## config.mk

```make
export PLATFORM = sky130hd
export DESIGN_NAME = clock_system
export DESIGN_NICKNAME = d
export VERILOG_FILES = /design/src/rtl/clock_system.sv
export SDC_FILE = /design/constraint.sdc
export NUM_CORES = 1
export LEC_CHECK = 0
export ABC_AREA = 1
export CAP_MARGIN = 15
export CORE_AREA = 2 2 195 149
export DETAILED_ROUTE_END_ITERATION = 16
export DIE_AREA = 0 0 197 151
export PLACE_DENSITY = 0.4
export RECOVER_POWER = 25
export SLEW_MARGIN = 30
export SYNTH_ARGS = -nofsm -noshare
export SYNTH_HDL_FRONTEND = slang
export SYNTH_SLANG_ARGS = --single-unit
```

## constraint.sdc

```tcl
create_clock -name sysOsc -period 3.11 [get_ports sysOsc]
set_input_delay 0.933 -clock sysOsc [delete_from_list [all_inputs] [get_ports sysOsc]]
set_output_delay 0.933 -clock sysOsc [all_outputs]
set_load 0.1 [all_outputs]
```

## src/rtl/clock_system.sv

```systemverilog
// Fractional clock generator: three independent phase-accumulator dividers that
// derive MCLK, SMCLK and ACLK from the single sysOsc clock.
module clock_system #(
  parameter int unsigned FPGA_FREQ  = 12_000_000,
  parameter int unsigned MCLK_FREQ  = 1_000_000,
  parameter int unsigned SMCLK_FREQ = 1_000_000,
  parameter int unsigned ACLK_FREQ  = 32_768
) (
  input  logic sysOsc,
  input  logic reset,
  output logic MCLK,
  output logic ACLK,
  output logic SMCLK
);

  localparam int NGEN = 3;
  localparam logic [32:0] FPGA_W = 33'(FPGA_FREQ);
  // Increment is 2*F_out: one accumulator wrap per half-period.
  localparam logic [32:0] INC_W [NGEN] = '{
    {MCLK_FREQ, 1'b0},
    {SMCLK_FREQ, 1'b0},
    {ACLK_FREQ, 1'b0}
  };

  logic [NGEN-1:0] clk_w;

  for (genvar g = 0; g < NGEN; g++) begin : gen_clk
    if (INC_W[g] == 33'd0 || INC_W[g] > FPGA_W) begin : g_bad_freq
      $error("clock_system: output %0d needs 0 < 2*F_out <= FPGA_FREQ", g);
    end

    logic [31:0] acc_q;
    logic [31:0] acc_d;
    logic [32:0] sum_w;
    logic        clk_q;
    logic        clk_d;

    always_comb begin
      sum_w = 33'(acc_q) + INC_W[g];
      if (sum_w >= FPGA_W) begin
        acc_d = 32'(sum_w - FPGA_W);
        clk_d = ~clk_q;
      end else begin
        acc_d = sum_w[31:0];
        clk_d = clk_q;
      end
    end

    always_ff @(posedge sysOsc) begin
      if (reset) begin
        acc_q <= 32'd0;
        clk_q <= 1'b0;
      end else begin
        acc_q <= acc_d;
        clk_q <= clk_d;
      end
    end

    assign clk_w[g] = clk_q;
  end

  // Outputs are straight flip-flop outputs, no gating.
  assign MCLK  = clk_w[0];
  assign SMCLK = clk_w[1];
  assign ACLK  = clk_w[2];

endmodule

```

After elaboration in Yosys (flattened, before gate mapping)
Index checks and enable logic that the tools add are counted.
{"block": "word_totals", "reg_bits": 99, "in_bits": 2, "out_inout_bits": 3, "word_cells": 21}
{"block": "classes", "addsub": 6, "order_cmp": 3, "mux": 3, "bitwise": 3}
{"op": ">= comparator 33 x 24 -> 1 bit (second input constant)", "n": 3}
{"op": "two-way mux 32 bit", "n": 3}
{"op": "subtractor 32 x 24 -> 32 bit (second input constant)", "n": 3}
{"op": "adder 32 x 21 -> 33 bit (second input constant)", "n": 2}
{"op": "adder 32 x 17 -> 33 bit (second input constant)", "n": 1}
{"op": "inverter 1 bit", "n": 3}

Logic depth before layout (Yosys ltp)
Gate-level depths: netlist (run 1).
{"block": "depth", "ltp_word": 3, "depth_mapped": 19, "mapped_depth_nobuf": 19}

Least setup slack after synthesis (run 1)
OpenSTA, ideal clock, no wires.
{"block": "synth_path", "path_kind": "register -> register", "start": "register gen_clk[2].acc_q[16]", "end": "register gen_clk[2].acc_q[20]", "setup_ns": 0.115, "arrival_time_ns": 2.228, "path_slack_ns": 0.767, "stages_incl_launch_ff": 14, "n_path_buf": 1, "path_cell_list": "dfxtp_1 > ha_1 > nand2_1 > nor2_1 > nand3_1 > xor2_1 > nand2_1 > inv_1 > nand2_1 > nor2_2 > nand3_2 > buf_4 > a21oi_1 > nor2_1"}
{"block": "synth_between", "elab_chain_cells": 3}
{"element": "start, declared", "line_no": "32", "rtl": "logic [31:0] acc_q;"}
{"element": "start signal, assigned", "line_no": "51", "rtl": "acc_q <= 32'd0;"}
{"element": "start signal, assigned", "line_no": "54", "rtl": "acc_q <= acc_d;"}
{"element": "adder 32 x 17 -> 33 bit (*)", "line_no": "39", "rtl": "sum_w = 33'(acc_q) + INC_W[g];"}
{"element": "subtractor 32 x 24 -> 32 bit / >= comparator 33 x 24 -> 1 bit (equally long branches)", "line_no": "41, 40"}
{"element": "two-way mux 32 bit (*)", "line_no": "40", "rtl": "if (sum_w >= FPGA_W) begin"}
Mark *: on every way between the ends. The rest lies on a longest branch, timed or not.
A chain may end at the register's enable or synchronous reset.

Worst setup path in the final report (run 1)
{"block": "layout_path", "start": "register gen_clk[0].acc_q[11]", "end": "register gen_clk[0].acc_q[9]"}
{"block": "layout_between", "elab_chain_cells": 3}
{"element": "start, declared", "line_no": "32"}
{"element": "start signal, assigned", "line_no": "51"}
{"element": "start signal, assigned", "line_no": "54"}
{"element": "adder 32 x 21 -> 33 bit", "line_no": "39"}
{"element": ">= comparator 33 x 24 -> 1 bit", "line_no": "40"}
{"element": "two-way mux 32 bit", "line_no": "40"}
Every way passes these cells.

==> reports/qor.yml, run 1 <==
status:
  run_status: "completed"
clock_tree:
  clockBufferDepth: 2
  cts-root-buf: "clkbuf_16"
  clk_pin_slew_ps: 70
  cts_buffers: 9
  cts_sinks: 77
  cts_tree: "done"
  cts_hold_buf: 0
  cts_setup_buffers: 0
  clock_latency_ps: 350
  h-tree-depth: 3
  cts_resized: 0
job:
  maxCapViolations: 0
power_and_ir_drop:
  pwr-share-seq_pct: 20.6
  irDropWorstVdd_v: 0.000501
  p_leak_nw: 3.69
  netSwitchingPower_mw: 4.96
  power_mw: 9.09
  swShare_pct: 54.6
  clock_power_share_pct: 13.1
  p_comb_share_pct: 66.4
  power.internal_mw: 4.13
  power-per-cell-area_mw_per_mm2: 1190
floorplanning:
  start_util_pct: 24.8
  ios: 5
  die_w_um: 197
  dieArea_mm2: 0.0297
  core_area_mm2: 0.0277
  rows: 53
  dieHeight_um: 151
sta:
  fin_ws_ps: 292
  fmax_mhz: 355
  hold-worst-slack_ps: 476
  fin_setup_tns_ps: 0
  slew-limit-headroom_pct: 18.1
  fin_crit_ps: 2820
  maxSlewViolCount: 0
  fin_crit_sh_pct: 90.6
  finalSetupViolCount: 0
  hold_viol: 0
  worstMarginPinSlew_ps: 1230
  rsz0062_at_grt: "false"
  fin_skew_ps: 9.28
synthesis:
  ys_warn_count: 0
  syn_area_mm2: 0.00688
  ys_seq_area_share_pct: 22.4
  syn_nets: 1219
  synth_cells: 1208
  yosys.cell_types.count: 43
  ys_ff_latch: 77
  syn_avg_cell_area_um2: 5.70
critical_path:
  rr_startpoint: "gen_clk[0].acc_q[11]"
  crit_path_end: "gen_clk[0].acc_q[9]"
  start_kind: "register"
  r2r_cells: 16
  slowest_delay_ps: 460
  endpoint_kind: "register"
  timing.reg2reg.setup_slack_ps: 290
  worstPathArrival_ps: 3060
  critPathLaunch: "gen_clk[0].acc_q[11]"
  cp.required_ps: 3360
  cpMaxStageDelayCell: "dfxtp_1"
  critPathBufInv: 4
  cp_max_fo: 21
  cp.depth: 16
  path_class: "register to register"
  crit_chain: "nand2_1 -> nor2_1 -> nand3_1 -> nand2_1 -> nand3_1 -> nand2_1 -> nand3_1 -> inv_1 -> nand2_1 -> inv_1 -> nand3_1 -> nand3_2 -> buf_12 -> inv_1 -> nor2_1 -> nor2_1"
  cp_top_family: "simple AND/OR/NAND/NOR gates"
  r2r-end: "gen_clk[0].acc_q[9]"
layout:
  utilization_pct: 27.7
  diodes: 0
  drive_gt1_share_pct: 9.40
  layout.nets: 1230
  area_growth_pct: 11.5
route:
  ant_nets: 0
  dr_wl_met2_um: 7720
  post_drt_wl_per_cell_um: 13.0
  drc_errors: 0
  drt-total-wl_um: 20600
  drt_iter0_drc: 540
  viasPerCell: 4.48
  maxUsedRoutingLayer: "met4"
  met3_length_um: 578
  drt-met1-wl_um: 12200
  dr.pass1.iters: 5
  vias: 7075
placement:
  dpl.hpwl_um: 16300
  place_ws_ps: 331
  place.gp.congestion: 0.815
  port_buffers: 4
global_routing:
  grt_pass1_wl_um: 34000
  overflow: 0
  track_usage_pct: 14.5
  grt_pass1_vias: 6472
  grt_max_degree: 45
  antenna_found_initial: 0
hold_path:
  min_path_type: "register to register"
==> Yosys cell counts (all sizes together) <==
master	n	area [um2]
nand2	430	1710
nor2	203	826
inv	141	529
nand3	123	653
dfxtp	77	1540
a21oi	59	333
nand4	37	238
xor2	34	298
nor3	22	138
o21ai	21	120
buf	15	129
ha	9	113
nand3b	9	67.6
clkbuf	8	30.0
xnor2	6	60.1
or2	3	18.8
nor4	2	12.5
o211ai	2	15.0
a21boi	1	7.51
and2	1	6.26
and3	1	6.26
clkinv	1	3.75
nand2b	1	6.26
o21a	1	7.51
o21bai	1	7.51
==> state kept, by name (all words and copies together), names as in the netlist <==
register / flops
ACLK: 1
MCLK: 1
SMCLK: 1
gen_clk.acc_q: 74
==> cell usage in the layout (no fill, tap or decap), types with 12 or more instances in the layout <==
cell,Yosys,routed
nand2_1,398,398
nor2_1,187,188
inv_1,135,135
nand3_1,117,117
dfxtp_1,77,77
a21oi_1,49,49
nand4_1,36,36
xor2_1,34,34
nand2_2,28,28
nor3_1,19,19
o21ai_0,17,17
buf_4,4,16
nor2_2,13,12
==> cells by family after synthesis <==
logic type,after synthesis,synth area share [%]
xor+xnor,40,5.20
fa+ha+maj,9,1.64
buf+inv,165,10.1
flops,77,22.4
simple gates,832,53.6
compound gates,85,7.13
==> metrics by stage <==
step	std cells	area (um2)
3_5_place_dp	1565	7360
3_3_place_gp	1565	7360
4_1_cts	1581	7690
2_1_floorplan	1208	6880
6_report	1581	7670
5_1_grt	1581	7670
==> power by group through the flow <==
stage               Clock [mW]  Combinational, mW  Sequential, mW
floorplan                    0               4.67            1.85
global placement             0               6.12            1.90
detailed placement           0               6.05            1.88
CTS                       1.24               6.08            1.86
global route              1.28               6.93            1.93
finish                    1.19               6.03            1.87
==> area by class of cell <==
cell class,count,area (um2)
fillers,3192,20000
inverters,142,533
clock inverters,7,97.6
multi-input cells,966,4640
well taps,357,447
flip-flops and latches,77,1540
clock buffers,9,225
repair buffers,23,181
==> layer usage <==
layer,vias up,global-route usage (%)
met1,3121,23.2
met5,-,0
met2,100,20.0
li1,3849,-
met3,5,2.07
met4,0,2.59
==> worst min path at each step <==
stage	startpoint	to	slack, ps	depth (start not counted)
6_report	gen_clk[0].acc_q[7]	gen_clk[0].acc_q[7]	480	1
5_1_grt	gen_clk[0].acc_q[7]	gen_clk[0].acc_q[7]	520	1
4_1_cts	gen_clk[0].acc_q[7]	gen_clk[0].acc_q[7]	480	1
3_5_place_dp	gen_clk[0].acc_q[7]	gen_clk[0].acc_q[7]	460	1
3_3_place_gp	gen_clk[0].acc_q[7]	gen_clk[0].acc_q[7]	460	1
2_1_floorplan	gen_clk[0].acc_q[7]	gen_clk[0].acc_q[7]	430	1
Power figures use the tool's default switching activity.
==> inputs of run 2 (changes only) <==
CORE_AREA = 2 2 170 131   (was 2 2 195 149)
DIE_AREA = 0 0 172 133   (was 0 0 197 151)
GPL_ROUTABILITY_DRIVEN = 0   (was default)
PLACE_DENSITY = 0.49   (was 0.4)
==> run 2 against run 1 <==
  * Cell area fell by 2.3%
  * Total power fell by 4.4%
  * Wire length fell by 7.6%
  * Sequential power barely moved
  * Utilization rose by 7.3 points
  * Final cell count fell by 4.4%
  * Critical path depth did not move
  * Clock skew fell by 3.1 ps
  * Setup slack improved by 56 ps
  * Via count rose by 1.5%
==> reports/qor.yml, run 2 (same netlist as run 1, synthesis figures left out) <==
power_and_ir_drop:
  swShare_pct: 55.2  # +0.66 points
  power-per-cell-area_mw_per_mm2: 1160  # -2.1%
  netSwitchingPower_mw: 4.80  # -3.2%
  power_mw: 8.69  # -4.4%
  pwr-share-seq_pct: 21.2  # +0.6 points
  p_comb_share_pct: 67.2  # +0.8 points
  power.internal_mw: 3.89  # -5.8%
  p_leak_nw: 3.64  # -1.2%
  irDropWorstVdd_v: 0.000426  # -15%
  clock_power_share_pct: 11.5  # -1.6 points
global_routing:
  antenna_found_initial: 0  # unchanged
  track_usage_pct: 17.3  # +2.9 points
  grt_max_degree: 45  # unchanged
  overflow: 0  # unchanged
  grt_pass1_vias: 6337  # -2.1%
  grt_pass1_wl_um: 32000  # -6.0%
floorplanning:
  dieHeight_um: 133  # -12%
  core_area_mm2: 0.0214  # -23%
  start_util_pct: 32.1  # +7.3 points
  dieArea_mm2: 0.0229  # -23%
  die_w_um: 172  # -13%
  rows: 47  # -11%
  ios: 5  # unchanged
route:
  drc_errors: 0  # unchanged
  vias: 7181  # +1.5%
  drt-met1-wl_um: 10200  # -16%
  dr_wl_met2_um: 7570  # -2.0%
  dr.pass1.iters: 5  # unchanged
  drt_iter0_drc: 551  # +2.0%
  ant_nets: 0  # unchanged
  post_drt_wl_per_cell_um: 12.6  # -3.4%
  viasPerCell: 4.75  # +6.1%
  drt-total-wl_um: 19000  # -7.6%
  met3_length_um: 1060  # +84%
  maxUsedRoutingLayer: "met4"
critical_path:
  r2r-end: "gen_clk[0].acc_q[8]"
  cp.required_ps: 3350  # about the same
  cp_max_fo: 26  # +24%
  timing.reg2reg.setup_slack_ps: 350  # +60 ps
  r2r_cells: 16  # unchanged
  path_class: "register to register"
  endpoint_kind: "register"
  worstPathArrival_ps: 3000  # -60 ps
  start_kind: "register"
  rr_startpoint: "gen_clk[0].acc_q[7]"
sta:
  fin_skew_ps: 6.14  # -3.14 ps
  fin_setup_tns_ps: 0  # unchanged
  fin_crit_sh_pct: 88.8  # -1.8 points
  finalSetupViolCount: 0  # unchanged
  maxSlewViolCount: 0  # unchanged
  fmax_mhz: 362  # +2.0%
  rsz0062_at_grt: "false"
  hold_viol: 0  # unchanged
  slew-limit-headroom_pct: 21.2  # +3.1 points
  worstMarginPinSlew_ps: 1190  # -46.1 ps
  fin_crit_ps: 2760  # -55.7 ps
placement:
  port_buffers: 4  # unchanged
  dpl.hpwl_um: 14900  # -8.1%
clock_tree:
  h-tree-depth: 3  # unchanged
  cts-root-buf: "clkbuf_16"
  cts_resized: 0  # unchanged
  cts_setup_buffers: 0  # unchanged
  cts_buffers: 9  # unchanged
  clk_pin_slew_ps: 60  # about the same
  cts_hold_buf: 0  # unchanged
  clock_latency_ps: 340  # about the same
  cts_sinks: 77  # unchanged
  cts_tree: "done"
  clockBufferDepth: 2  # unchanged
layout:
  largest_reg_flops: 74  # unchanged
  final_cell_mix: "398 x nand2_1, 187 x nor2_1, 135 x inv_1"
  final_common_cell: "nand2_1"
  layout.nets: 1225  # -0.41%
  area_growth_pct: 8.86
  multi_input_area_mm2: 0.00464  # about the same
  diodes: 0  # unchanged
  regArea_mm2: 0.00154  # unchanged
  drive_gt1_share_pct: 8.95  # -0.45 points
  fill_cells: 2395  # -25%
  top_register: "gen_clk.acc_q"
status:
  run_status: "completed"
hold_path:
  min_to: "gen_clk[0].acc_q[7]"
  min_path_type: "register to register"
  hold_depth: 1  # unchanged
  worstHoldStart: "gen_clk[0].acc_q[7]"
job:
  maxCapViolations: 0  # unchanged
==> run 2: changes by cell type in the layout (fill, tap and decap cells not counted), moves of 2 or more <==
cell | before | now
bufinv_16 | 2 | 0
clkinv_2 | 1 | 4
buf_4 | 16 | 9
clkbuf_2 | 1 | 3
inv_6 | 2 | 0
==> run 2: final cells by class <==
class	count	area share (%)
Timing Repair Buffer	18	1.85
Sequential cell	77	20.6
Clock buffer	10	3.19
Inverter	142	7.12
Multi-Input combinational cell	966	62.0
Clock inverter	5	0.368
Tap cell	294	4.91
==> run 2: routing by layer <==
layer / global-route usage [%] / vias to the layer above
li1: - / 3835
met1: 27.1 / 3167
met2: 24.9 / 164
met3: 2.63 / 15
met4: 3.22 / 0
met5: 0 / -
==> run 2: worst max-delay path by stage <==
stage	startpoint	endpoint	slack, ps	cells past startpoint
after CTS	gen_clk[0].acc_q[7]	gen_clk[0].acc_q[27]	350	15
after detailed placement	gen_clk[0].acc_q[7]	gen_clk[0].acc_q[27]	370	15
after global placement	gen_clk[0].acc_q[18]	gen_clk[0].acc_q[27]	390	16
final	gen_clk[0].acc_q[7]	gen_clk[0].acc_q[8]	350	16
after floorplan	gen_clk[2].acc_q[16]	gen_clk[2].acc_q[20]	770	13
after global routing	gen_clk[0].acc_q[7]	gen_clk[0].acc_q[8]	8	16
==> run 2: critical path: stages (launching register included) <==
cell and delay, ps:
dfxtp_1 380, nand3_1 140, a21boi_0 480, nand2_1 210, nand2_2 160, nand2_1 60, nand2_1 80, nand2_1 80
nor2_1 140, nand2_1 120, inv_1 70, nand3_1 100, nand3_2 80, buf_4 270, inv_1 110, nor2_1 100
nor2_1 50
==> run 2: power by group through the flow <==
stage               clock, mW  combinational [mW]  sequential, mW
CTS                      1.04                5.87            1.85
global placement            0                5.89            1.88
finish                   1.00                5.84            1.85
global route             1.08                6.68            1.92
floorplan                   0                4.67            1.85
detailed placement          0                5.85            1.87
==> run 2: through the flow <==
stage	std cells	setup WS, ps	hold slack (ps)	area (um2)	util (%)
after global routing	1512	8.22	493	7490	35.0
after detailed placement	1497	371	465	7250	33.9
after floorplan	1208	767	434	6880	-
after global placement	1497	387	453	7250	33.9
final	1512	348	474	7490	35.0
after CTS	1512	347	480	7510	35.1
==> inputs of run 3 (changes only) <==
--- a/config.mk
+++ b/config.mk
@@ -9,4 +9,5 @@
 export CAP_MARGIN = 15
 export CORE_AREA = 2 2 170 131
+export CTS_CLUSTER_SIZE = 16
 export DETAILED_ROUTE_END_ITERATION = 16
 export DIE_AREA = 0 0 172 133
==> constraint.sdc (replaced) <==
create_clock -name sysOsc -period 3.11 [get_ports sysOsc]
set_input_delay 0.933 -clock sysOsc [delete_from_list [all_inputs] [get_ports sysOsc]]
set_output_delay 0.933 -clock sysOsc [all_outputs]
set_load 0.02 [all_outputs]
==> run 3 against run 2 <==
  * Flip-flop and latch count is the same
  * Via count fell by 1.1%
  * Register-to-register slack worse by 40 ps
  * Clock skew shrank 1.2 ps
  * Combinational power down 0.9%
  * Maximum frequency shrank 1.4%
  * Highest routed layer unchanged
  * Critical path depth down 3
  * Final cell count grew 0.13%
  * Setup slack worse by 41 ps
  * Total power rose by 0.78%
==> reports/qor.yml, run 3 (same netlist as run 1, synthesis figures left out) <==
placement:
  place_inst: 1498  # +0.067%
  dpl.hpwl_um: 15100  # +0.78%
  port_buffers: 4  # unchanged
sta:
  hold_viol: 0  # unchanged
  fin_crit_sh_pct: 90.1  # +1.3 points
  fmax_mhz: 357  # -1.4%
  finalSetupViolCount: 0  # unchanged
  fin_skew_ps: 4.89  # -1.25 ps
  fin_crit_ps: 2800  # +40.6 ps
  worstMarginPinSlew_ps: 1120  # -63.0 ps
  slew-limit-headroom_pct: 25.1  # +3.9 points
  rsz0062_at_grt: "false"
  maxSlewViolCount: 0  # unchanged
  fin_setup_tns_ps: 0  # unchanged
hold_path:
  hold_depth: 1  # unchanged
  min_path_type: "register to register"
global_routing:
  grt_pass1_vias: 6539  # +3.2%
  grt_max_degree: 45  # unchanged
  antenna_found_initial: 0  # unchanged
  track_usage_pct: 17.7  # +0.32 points
  overflow: 0  # unchanged
  grt_pass1_wl_um: 32600  # +1.9%
clock_tree:
  clockBufferDepth: 2  # unchanged
  cts_hold_buf: 0  # unchanged
  cts_buffers: 9  # unchanged
  cts_tree: "done"
  cts_sinks: 77  # unchanged
  cts-root-buf: "clkbuf_16"
  cts_setup_buffers: 0  # unchanged
  clk_pin_slew_ps: 70  # about the same
  h-tree-depth: 3  # unchanged
  clock_latency_ps: 350  # about the same
  cts_resized: 0  # unchanged
floorplanning:
  die_w_um: 172  # unchanged
  rows: 47  # unchanged
  dieHeight_um: 133  # unchanged
  ios: 5  # unchanged
  start_util_pct: 32.1  # unchanged
  dieArea_mm2: 0.0229  # unchanged
  core_area_mm2: 0.0214  # unchanged
power_and_ir_drop:
  irDropWorstVdd_v: 0.000321  # -24%
  power-per-cell-area_mw_per_mm2: 1160  # about the same
  pwr-share-seq_pct: 21.2  # about the same
  p_leak_nw: 3.66  # +0.64%
  clock_power_share_pct: 12.7  # +1.2 points
  power.internal_mw: 4.00  # +2.9%
  p_comb_share_pct: 66.1  # -1.1 points
  swShare_pct: 54.3  # -0.92 points
  netSwitchingPower_mw: 4.76  # -0.90%
route:
  post_drt_wl_per_cell_um: 12.7  # +0.99%
  drt-total-wl_um: 19200  # +1.1%
  ant_nets: 0  # unchanged
  dr.pass1.iters: 7  # +2
  drt_iter0_drc: 492  # -11%
  viasPerCell: 4.69  # -1.3%
  drc_errors: 0  # unchanged
  vias: 7100  # -1.1%
layout:
  area_growth_pct: 9.80
  drive_gt1_share_pct: 9.10  # +0.15 points
  fill_cells: 2442  # +2.0%
  diodes: 0  # unchanged
  final_common_cell: "nand2_1"
  final_cell_mix: "398 x nand2_1, 188 x nor2_1, 135 x inv_1"
  largest_reg_flops: 74  # unchanged
  finalNonFillerCells: 1514  # +0.13%
  top_register: "gen_clk.acc_q"
  layout.nets: 1226  # +0.082%
critical_path:
  path_class: "register to register"
  cp.required_ps: 3350  # about the same
  timing.reg2reg.setup_slack_ps: 310  # -40 ps
  cp_max_fo: 22  # -15%
  start_kind: "register"
  r2r_cells: 13  # -3
  endpoint_kind: "register"
  worstPathArrival_ps: 3050  # +50 ps
status:
  run_status: "completed"
job:
  maxCapViolations: 0  # unchanged
[run 3: metrics by stage]
stage                     hold WS [ps]  util, %  worst slack (ps)  instance area (um2)  power, mW
after floorplan                    434        -               767                 6880       6.41
after global placement             453     33.9               402                 7260       7.68
after detailed placement           457     33.9               368                 7260       7.64
after CTS                          485     35.3               350                 7560       8.80
after global routing               500     35.3              17.0                 7550       9.76
final                              480     35.3               307                 7550       8.76
[run 3: routing by layer]
layer | part of all wire (%) | up-vias | GRT usage, %
met1 | 55 | 3134 | 27.3
met4 | 0.65 | 0 | 3.08
met3 | 4.0 | 11 | 3.11
met2 | 40 | 105 | 25.6
met5 | 0 | - | 0
li1 | - | 3850 | -
[run 3: worst paths after layout]
kind,startpoint,endpoint
setup / recovery,gen_clk[2].acc_q[16],ACLK
hold / removal,gen_clk[0].acc_q[7],gen_clk[0].acc_q[7]
setup reg to reg,gen_clk[2].acc_q[16],ACLK
hold reg to reg,gen_clk[0].acc_q[7],gen_clk[0].acc_q[7]
[run 3: final cells by class]
cell class	instances	area, um2	share of cell area [%]
repair buffers	19	168	2.22
inverters	142	533	7.06
clock inverters	7	75.1	0.994
well taps	294	368	4.87
flip-flops and latches	77	1540	20.4
multi-input cells	966	4640	61.5
clock buffers	9	225	2.98
[run 3: power groups by stage]
stage	registers [mW]	clock network, mW	logic [mW]
CTS	1.85	1.15	5.80
global route	1.92	1.18	6.66
detailed placement	1.87	0	5.78
finish	1.85	1.11	5.79
floorplan	1.74	0	4.67
global placement	1.88	0	5.81
[run 3: critical path, cell delays in order, from the launching register on]
cell and delay, ps:
dfxtp_1 420, ha_1 290, nand2_1 70, nor2_1 250, nand3_1 160, xor2_1 220, nand2_1 70, inv_1 120
nand2_1 70, nor2_1 410, nand3_2 140, buf_4 240, o21ai_0 190, nor2_1 50
